`src/rtl/sigma_decode_stage_if.sv`:
```
// sigma_decode_stage_if: fetch-side push and execute-side pop handshakes of the decode stage
interface sigma_decode_stage_if #(
  parameter int XLEN   = 32,
  parameter int QDEPTH = 2
);
  logic                           flush;
  logic                           in_valid;
  logic                           in_ready;
  logic [31:0]                    in_instr;
  logic [XLEN-1:0]                in_pc;
  logic                           out_valid;
  logic                           out_ready;
  logic [XLEN-1:0]                out_pc;
  logic [6:0]                     out_opcode;
  logic [4:0]                     out_rd;
  logic [2:0]                     out_funct3;
  logic [4:0]                     out_rs1;
  logic [4:0]                     out_rs2;
  logic [6:0]                     out_funct7;
  logic [XLEN-1:0]                out_imm;
  logic [2:0]                     out_fmt;
  logic                           out_illegal;
  logic [$clog2(QDEPTH+1)-1:0]    count;
  modport master (
    output flush, in_valid, in_instr, in_pc, out_ready,
    input  in_ready, out_valid, out_pc, out_opcode, out_rd, out_funct3, out_rs1, out_rs2,
           out_funct7, out_imm, out_fmt, out_illegal, count
  );
  modport slave (
    input  flush, in_valid, in_instr, in_pc, out_ready,
    output in_ready, out_valid, out_pc, out_opcode, out_rd, out_funct3, out_rs1, out_rs2,
           out_funct7, out_imm, out_fmt, out_illegal, count
  );
endinterface

```
`src/rtl/sigma_decode_stage.sv`:
```
// sigma_decode_stage: RV32/RV64 base decode into a small FIFO; define SIGMA_DEC_M_EXT_EN to accept M-extension OP encodings
module sigma_decode_stage #(
  parameter int XLEN   = 32,
  parameter int QDEPTH = 2
) (
  input  logic                clk,
  input  logic                rst,
  sigma_decode_stage_if.slave io
);
  localparam int PW = $clog2(QDEPTH);
  localparam int CW = $clog2(QDEPTH + 1);
`ifdef SIGMA_DEC_M_EXT_EN
  localparam bit MEXT = 1'b1;
`else
  localparam bit MEXT = 1'b0;
`endif
  localparam logic [2:0] F_R = 3'd0, F_I = 3'd1, F_S = 3'd2, F_B = 3'd3, F_U = 3'd4, F_J = 3'd5, F_X = 3'd7;
  localparam logic [6:0] O_LOAD = 7'b0000011, O_MISC = 7'b0001111, O_OPIMM = 7'b0010011,
                         O_AUIPC = 7'b0010111, O_STORE = 7'b0100011, O_OP = 7'b0110011,
                         O_LUI = 7'b0110111, O_BRANCH = 7'b1100011, O_JALR = 7'b1100111,
                         O_JAL = 7'b1101111, O_SYSTEM = 7'b1110011;
  logic [31:0]       ins;
  logic [6:0]        opc, f7, f7s;
  logic [2:0]        f3, base, fmt_d;
  logic              ill;
  logic signed [31:0] imm32;
  logic [XLEN-1:0]   imm_d;
  assign ins = io.in_instr;
  always_comb begin
    opc   = ins[6:0];
    f3    = ins[14:12];
    f7    = ins[31:25];
    f7s   = (XLEN == 64) ? {f7[6:1], 1'b0} : f7;
    base  = (opc == O_OP) ? F_R :
            (opc == O_OPIMM || opc == O_LOAD || opc == O_JALR || opc == O_MISC || opc == O_SYSTEM) ? F_I :
            (opc == O_STORE) ? F_S :
            (opc == O_BRANCH) ? F_B :
            (opc == O_LUI || opc == O_AUIPC) ? F_U :
            (opc == O_JAL) ? F_J : F_X;
    ill   = (base == F_X)
         || (opc == O_JALR && f3 != 3'd0)
         || (opc == O_BRANCH && f3[2:1] == 2'b01)
         || (opc == O_LOAD && (f3 == 3'd7 || (XLEN == 32 && (f3 == 3'd3 || f3 == 3'd6))))
         || (opc == O_STORE && f3 > ((XLEN == 64) ? 3'd3 : 3'd2))
         || (opc == O_OP && !(f7 == 7'd0 || (f7 == 7'b0100000 && (f3 == 3'd0 || f3 == 3'd5))
                              || (MEXT && f7 == 7'd1)))
         || (opc == O_OPIMM && ((f3 == 3'd1 && f7s != 7'd0)
                             || (f3 == 3'd5 && f7s != 7'd0 && f7s != 7'b0100000)));
    fmt_d = ill ? F_X : base;
    imm32 = (fmt_d == F_I) ? {{20{ins[31]}}, ins[31:20]} :
            (fmt_d == F_S) ? {{20{ins[31]}}, ins[31:25], ins[11:7]} :
            (fmt_d == F_B) ? {{19{ins[31]}}, ins[31], ins[7], ins[30:25], ins[11:8], 1'b0} :
            (fmt_d == F_U) ? {ins[31:12], 12'h000} :
            (fmt_d == F_J) ? {{11{ins[31]}}, ins[31], ins[19:12], ins[20], ins[30:21], 1'b0} : 32'sd0;
    imm_d = XLEN'(imm32);
  end
  logic [PW-1:0]   wp_q, rp_q, wp_d, rp_d;
  logic [CW-1:0]   cnt_q, cnt_d;
  logic [31:0]     ins_q [QDEPTH];
  logic [XLEN-1:0] pc_q  [QDEPTH];
  logic [XLEN-1:0] imm_q [QDEPTH];
  logic [2:0]      fmt_q [QDEPTH];
  logic            push, pop;
  assign io.in_ready  = cnt_q < CW'(QDEPTH);
  assign io.out_valid = cnt_q != '0;
  assign push  = io.in_valid && io.in_ready && !io.flush;
  assign pop   = io.out_valid && io.out_ready;
  assign cnt_d = cnt_q + CW'(push) - CW'(pop);
  assign wp_d  = wp_q + PW'(push);
  assign rp_d  = rp_q + PW'(pop);
  always_ff @(posedge clk) begin
    if (rst || io.flush) begin
      cnt_q <= '0;
      wp_q  <= '0;
      rp_q  <= '0;
    end else begin
      cnt_q <= cnt_d;
      wp_q  <= wp_d;
      rp_q  <= rp_d;
    end
  end
  // storage is left unreset; the empty-queue mask below hides stale contents
  always_ff @(posedge clk) begin
    if (push) begin
      ins_q[wp_q] <= ins;
      pc_q[wp_q]  <= io.in_pc;
      imm_q[wp_q] <= imm_d;
      fmt_q[wp_q] <= fmt_d;
    end
  end
  logic [31:0] hi;
  assign hi             = io.out_valid ? ins_q[rp_q] : '0;
  assign io.out_opcode  = hi[6:0];
  assign io.out_rd      = hi[11:7];
  assign io.out_funct3  = hi[14:12];
  assign io.out_rs1     = hi[19:15];
  assign io.out_rs2     = hi[24:20];
  assign io.out_funct7  = hi[31:25];
  assign io.out_pc      = io.out_valid ? pc_q[rp_q] : '0;
  assign io.out_imm     = io.out_valid ? imm_q[rp_q] : '0;
  assign io.out_fmt     = io.out_valid ? fmt_q[rp_q] : '0;
  assign io.out_illegal = io.out_valid && fmt_q[rp_q] == F_X;
  assign io.count       = cnt_q;
endmodule

```
`src/flat_wrapper.sv`:
```
// flat-port wrapper written by rule: the top's interface ports become plain ports
module sigma_decode_stage_flat 
#(
  parameter int XLEN   = 32,
  parameter int QDEPTH = 2
)
  (clk, rst, io_flush, io_in_valid, io_in_instr, io_in_pc, io_out_ready, io_in_ready, io_out_valid, io_out_pc, io_out_opcode, io_out_rd, io_out_funct3, io_out_rs1, io_out_rs2, io_out_funct7, io_out_imm, io_out_fmt, io_out_illegal, io_count);
  sigma_decode_stage_if #(.XLEN(XLEN), .QDEPTH(QDEPTH)) io_i ();
  input  logic clk;
  input  logic rst;
  input wire logic [$bits(io_i.flush)-1:0] io_flush;
  input wire logic [$bits(io_i.in_valid)-1:0] io_in_valid;
  input wire logic [$bits(io_i.in_instr)-1:0] io_in_instr;
  input wire logic [$bits(io_i.in_pc)-1:0] io_in_pc;
  input wire logic [$bits(io_i.out_ready)-1:0] io_out_ready;
  output wire logic [$bits(io_i.in_ready)-1:0] io_in_ready;
  output wire logic [$bits(io_i.out_valid)-1:0] io_out_valid;
  output wire logic [$bits(io_i.out_pc)-1:0] io_out_pc;
  output wire logic [$bits(io_i.out_opcode)-1:0] io_out_opcode;
  output wire logic [$bits(io_i.out_rd)-1:0] io_out_rd;
  output wire logic [$bits(io_i.out_funct3)-1:0] io_out_funct3;
  output wire logic [$bits(io_i.out_rs1)-1:0] io_out_rs1;
  output wire logic [$bits(io_i.out_rs2)-1:0] io_out_rs2;
  output wire logic [$bits(io_i.out_funct7)-1:0] io_out_funct7;
  output wire logic [$bits(io_i.out_imm)-1:0] io_out_imm;
  output wire logic [$bits(io_i.out_fmt)-1:0] io_out_fmt;
  output wire logic [$bits(io_i.out_illegal)-1:0] io_out_illegal;
  output wire logic [$bits(io_i.count)-1:0] io_count;
  assign io_i.flush = io_flush;
  assign io_i.in_valid = io_in_valid;
  assign io_i.in_instr = io_in_instr;
  assign io_i.in_pc = io_in_pc;
  assign io_i.out_ready = io_out_ready;
  assign io_in_ready = io_i.in_ready;
  assign io_out_valid = io_i.out_valid;
  assign io_out_pc = io_i.out_pc;
  assign io_out_opcode = io_i.out_opcode;
  assign io_out_rd = io_i.out_rd;
  assign io_out_funct3 = io_i.out_funct3;
  assign io_out_rs1 = io_i.out_rs1;
  assign io_out_rs2 = io_i.out_rs2;
  assign io_out_funct7 = io_i.out_funct7;
  assign io_out_imm = io_i.out_imm;
  assign io_out_fmt = io_i.out_fmt;
  assign io_out_illegal = io_i.out_illegal;
  assign io_count = io_i.count;
  sigma_decode_stage #(.XLEN(XLEN), .QDEPTH(QDEPTH)) u_core (.clk(clk), .rst(rst), .io(io_i));
endmodule
```
`config.mk`:
```
export PLATFORM = sky130hd
export DESIGN_NAME = sigma_decode_stage_flat
export DESIGN_NICKNAME = d
export VERILOG_FILES = /design/src/rtl/sigma_decode_stage_if.sv /design/src/rtl/sigma_decode_stage.sv /design/src/flat_wrapper.sv
export SDC_FILE = /design/constraint.sdc
export NUM_CORES = 1
export LEC_CHECK = 0
export BUFFER_PORTS_ARGS = -buffer_cell sky130_fd_sc_hd__buf_2
export CAP_MARGIN = 15
export CORE_MARGIN = 1
export CORE_UTILIZATION = 35
export DETAILED_ROUTE_END_ITERATION = 16
export PLACE_DENSITY = 0.59
export SETUP_SLACK_MARGIN = 0.4
export SKIP_CTS_REPAIR_TIMING = 1
export SYNTH_ARGS = -nofsm -noshare
export SYNTH_HDL_FRONTEND = slang
export SYNTH_SLANG_ARGS = --single-unit
```
`constraint.sdc`:
```
create_clock -name clk -period 3.95 [get_ports clk]
set_input_delay 0.79 -clock clk [delete_from_list [all_inputs] [get_ports clk]]
set_output_delay 0.79 -clock clk [all_outputs]
set_load 0.02 [all_outputs]
```
==> results of run 1 <==
per-stage QoR:
stage	instances	TNS (ps)
floorplan	607	-5900
global placement	1078	0
detailed placement	1078	0
CTS	1120	0
global route	1120	0
finish	1121	0
worst reg2reg max path: cells and delay by family, from the launching register on:
family / cells / cell delay [ps]
simple gates: 1 / 610
fa+ha+maj: 1 / 600
buf+inv: 1 / 410
flops: 1 / 360
flip-flops by register name, indices dropped and copies added (netlist names):
name and cells:
u_core.imm_q 64, u_core.ins_q 64, u_core.pc_q 64, u_core.fmt_q 6, u_core.io.count 2, u_core.rp_q 1
u_core.wp_q 1
where the power goes:
group | internal, mW | switching, mW | total [mW] | leakage, nW
logic | 0.140 | 0.288 | 0.428 | 1.58
registers | 2.42 | 0.0179 | 2.44 | 1.89
clock network | 1.20 | 0.804 | 2.00 | 0.355
routing by layer:
layer	share of wire	global-route usage
met3	0.056	0.0302
met5	0	0
met1	0.44	0.203
met4	0.018	0.0323
met2	0.48	0.250
cells by family (layout without fill, tap and decap cells):
kind of cell / count (synthesis) / count (layout) / share of synthesized area
AO/OA/AOI/OAI: 74 / 74 / 0.0547
XOR/XNOR: 3 / 3 / 0.00304
other: 0 / 1 / 0
multiplexers: 99 / 99 / 0.115
adder cells (fa/ha/maj): 4 / 4 / 0.00579
AND/OR/NAND/NOR: 181 / 181 / 0.102
buffers and inverters: 44 / 233 / 0.0227
flip-flops: 202 / 202 / 0.697
layout by cell type, fill, tap and decap left out, types with 6 or more instances in the layout:
master     instances
nor3_1             6
clkbuf_16         23
o21ai_1           15
inv_1              8
edfxtp_1         198
nand2_1           25
o2111ai_1          6
clkinv_2           6
nor2_1           111
mux2i_1           99
buf_4              8
buf_2            172
o21ai_0           11
a21oi_1           21
worst max path at each step:
stage / from / end / slack (ps) / depth (start not counted)
after floorplan: io_flush / u_core.fmt_q[1][0] / -30 / 2
after global placement: io_in_instr[25] / u_core.fmt_q[0][0] / 890 / 6
after detailed placement: io_in_instr[25] / u_core.fmt_q[0][0] / 810 / 6
after CTS: u_core.rp_q / io_out_funct7[4] / 760 / 4
after global routing: u_core.rp_q / io_out_funct7[4] / 690 / 4
final: u_core.rp_q / io_out_funct7[4] / 830 / 4
cell type report:
type / count / share of cell area
clock buffer: 27 / 0.0556
sequential: 202 / 0.567
clock inverter: 15 / 0.0122
multi-input combinational: 361 / 0.231
inverter: 8 / 0.00283
tap: 324 / 0.0382
timing repair buffer: 183 / 0.0923
antenna: 1 / 0.000236
==> metrics.txt, run 1 <==
Yosys Warn Count=0; Slowest-stage cell, CP=dfxtp_4; Synth Register Bits=around 200; H-tree Lvls=1; area of the multi-input gates=2460 sq um; Final Power=4.87 mW; Synth top cells by count=198 x edfxtp_1, 112 x nor2_1, 99 x mux2i_1; Final Util=0.438; Clock Skews=10.1 ps; starting density of the core=0.357; drt pass-1 iters=5; first-pass GRT wire length=29.6 mm; worst hold margin=470 ps; endpoint of the worst register-to-register path=u_core.ins_q[1][12]; largest net degree at the start of global routing=103; Via density=4.86; max-capacitance violation count=0; cell family with the largest share of critical-path delay=buffers and inverters; Detailed Route WL=19.1 mm; RD Place Congestion=0.797; actual slew at the worst max-slew pin=approximately 900 ps; DRT iter0 DRCs=slightly above 400; post-route worst setup slack=831 ps; WP data required=3160 ps; WHS Endpoint=u_core.pc_q[1][18]; gr ovfl total=0; syn_nets=680; fraction of registers with async set/reset=0; Finish-stage setup viols=0; top-count cell post-synth=edfxtp_1; FF/Latch Area=6030 sq um; DRC=0; PortBufs=172; worst hold start=io_in_pc[18]; RSZ-0062 raised after global routing=false; cell count after synthesis=607; worst stage delay on the critical path=700 ps; Die X=around 160 microns; cell taking the most area after synthesis=edfxtp_1; wire per inst=~17 microns; Vias=~5400; CTS tree=done; Reg clk slew, reported paths=60 ps; Worst slew margin=0.407; die footprint=25300 sq um; Antenna Nets Post-Route=0; period utilization=0.790; layout cell share with drive strength beyond 1=0.295; syn_area_per_cell=roughly 14 sq um; Crit path buffers/inverters=2; Synth top area share=0.688; initial antenna violation count=1; Netlist cell types=53; synth-to-layout area growth=22.9%; Post-synth EDFFs=198; CP Data Arrival Time=2330 ps; crit end category=primary output; synth top area cells=edfxtp_1 69%, mux2i_1 11%, nor2_1 4.9%; Final Hold Viols=0; register area share after synthesis=0.697; r2r setup slk=approximately 1600 ps; fillcell total=2257; vias in the first global route=5235; Core Area=24200 sq um; fin nets=852; Top FF cell, synth=edfxtp_1; maximum clock rate=around 320 MHz; P per Cell Area=459 nW/um^2; Total GRT Usage=0.150; clock latency on the worst-skew pair=~500 ps; Crit Path Category=reg2out; Setup WS pre-CTS=809 ps; CTS Buf Count=23; row count=57; worst hold path type=in2reg; worst-path maximum fanout=31; dpl hpwl=between 10 and 15 mm; CTS root buf=clkbuf_16; I/O Pins=173; r2r worst-path depth=3; RR Startpoint=u_core.io.count[1]; VDD IR max=0.280 mV; critical-path cell list=buf_4 -> mux2i_1 -> nor2_1 -> buf_2; Die Y=159 microns; dpl cell area=slightly below 10000 sq um; Max clock buf depth=3; minimum clock period=3120 ps; CP startpoint kind=flop; depth of the worst hold-timing path=1; design area=10600 sq um; Sink Count=202; Slew Limit Fails=0; Leakage=about 3.8 nW; status=finished clean; Mapped Area=8650 sq um
Note: power is estimated with default switching activity, not from simulation.
==> inputs of run 2 (changes only) <==
Clock period 3.95 ns to 2.6 ns, I/O delays scaled along.
==> metrics.txt, run 2 (same netlist as run 1, synthesis figures left out) <==
largest net degree at the start of global routing=between 60 and 70; critical-path cell list=buf_8 -> clkbuf_16 -> nor2_4 -> a31oi_1 -> nor3_1 -> buf_4; most common cell after layout, fill and taps aside=edfxtp_1; Final Power=a little under 8 mW; depth of the worst hold-timing path=1; drt pass-1 iters=6; CP startpoint kind=flop; row count=57; Cell Count, Final, Fillers Out=1158; Sink Count=202; period utilization=0.857; Die X=159 microns; Antenna Nets Post-Route=0; worst hold path type=in2reg; layout cell share with drive strength beyond 1=0.365; starting density of the core=0.357; minimum clock period=2230 ps; crit end category=primary output; DRT iter0 DRCs=271; Comb pwr share=0.101; fin nets=between 800 and 900; CTS Buf Count=24; RSZ-0062 raised after global routing=true; Flop pwr share=0.480; Core Area=24200 sq um; I/O Pins=173; Max clock buf depth=3; Die Y=159 microns; FF/Latch Area=6030 sq um; fillcell total=around 2200; status=finished clean; switching pwr=1.76 mW; P per Cell Area=675 nW/um^2; DRC=0; die footprint=25300 sq um; worst stage delay on the critical path=360 ps; Int Power=about 6 mW; Reg clk slew, reported paths=60 ps; VDD IR max=0.425 mV; Largest regs=u_core.imm_q x64, u_core.ins_q x64, u_core.pc_q x64; vias in the first global route=approximately 5400; Clk network pwr share=0.420; dpl hpwl=13.2 mm; Slowest-stage cell, CP=dfxtp_4; initial antenna violation count=1; most frequent cells in the layout=198 x edfxtp_1, 163 x buf_2, 107 x nor2_1; Detailed Route WL=21.5 mm; CTS tree=done; Vias=5630; r2r setup slk=690 ps; CP Data Arrival Time=roughly 1700 ps; max-capacitance violation count=0; H-tree Lvls=1; area of the multi-input gates=~2600 sq um; clock latency on the worst-skew pair=between 500 and 600 ps; endpoint of the worst register-to-register path=u_core.io.count[1]; r2r worst-path depth=10; Total GRT Usage=0.155; Via density=about 4.9; worst-path maximum fanout=8; sum of negative setup slack=0 ps; DP Cell Count=1099; sw frac=0.228; worst hold start=io_in_pc[2]; RR Startpoint=u_core.io.count[0]; WP data required=2080 ps; maximum clock rate=~450 MHz; synth-to-layout area growth=32.7%; actual slew at the worst max-slew pin=~480 ps; PortBufs=172; Crit Path Category=reg2out; wire per inst=18.6 microns; Final Hold Viols=0; Final Util=0.473; Slew Limit Fails=0; CTS root buf=clkbuf_16; gr ovfl total=0; Finish-stage setup viols=0; first-pass GRT wire length=30.6 mm; Worst slew margin=0.681; WHS Endpoint=u_core.pc_q[1][2]; Clock Skews=around 26 ps; RD Place Congestion=around 0.77; Leakage=~4.2 nW
==> run 2: cell count changes in the layout (fill, tap and decap cells not counted), moves of 9 or more <==
cell     previous run  this run
buf_12              3        13
mux2i_1            99        74
mux2i_2             0        16
buf_4               8        27
buf_2             172       163
mux2i_4             0         9
==> run 2: area by class of cell <==
cell class / instances / area share
sequential: 202 / 0.526
multi-input combinational: 361 / 0.230
timing repair buffer: 219 / 0.138
clock buffer: 30 / 0.0543
tap: 324 / 0.0353
clock inverter: 13 / 0.0137
inverter: 8 / 0.00262
antenna: 1 / 0.000218
==> run 2: worst max-delay path, delay by kind of cell (launching register included) <==
family / cells / cell delay [ps]
flops: 1 / 360
simple gates: 2 / 290
compound gates: 1 / 40
buf+inv: 3 / 510
==> run 2: routing by layer <==
metal | vias to the layer above | share of wire | track usage
li1 | 2693 | - | -
met1 | 2748 | 0.45 | 0.208
met2 | 164 | 0.48 | 0.258
met3 | 25 | 0.059 | 0.0315
met4 | 0 | 0.017 | 0.0354
met5 | - | 0 | 0
==> run 2: metrics by stage <==
stage / instance area [sq um] / worst slack, ps / hold slack, ps
2_1_floorplan: 8650 / -75.1 / 570
3_3_place_gp: 10100 / 219 / 624
3_5_place_dp: 10100 / 198 / 639
4_1_cts: 10900 / -44.6 / 160
5_1_grt: 11500 / 300 / 166
6_report: 11500 / 372 / 189
==> run 2: power groups by stage <==
stage	clock [mW]	sequential [mW]	combinational (mW)
after floorplan	0	3.77	0.391
after global placement	0	3.77	0.695
after detailed placement	0	3.77	0.700
after CTS	3.34	3.71	0.702
after global routing	3.47	3.72	0.840
final	3.25	3.71	0.780
==> run 2: how the worst max path moves through the flow <==
stage	start	end	slack, ps	depth (start not counted)
global placement	io_in_instr[25]	u_core.imm_q[1][11]	220	7
CTS	u_core.rp_q	io_out_imm[8]	-40	4
finish	u_core.rp_q	io_out_illegal	370	6
detailed placement	io_in_instr[2]	u_core.imm_q[0][16]	200	6
floorplan	io_flush	u_core.fmt_q[1][0]	-80	2
global route	u_core.rp_q	io_out_illegal	300	6
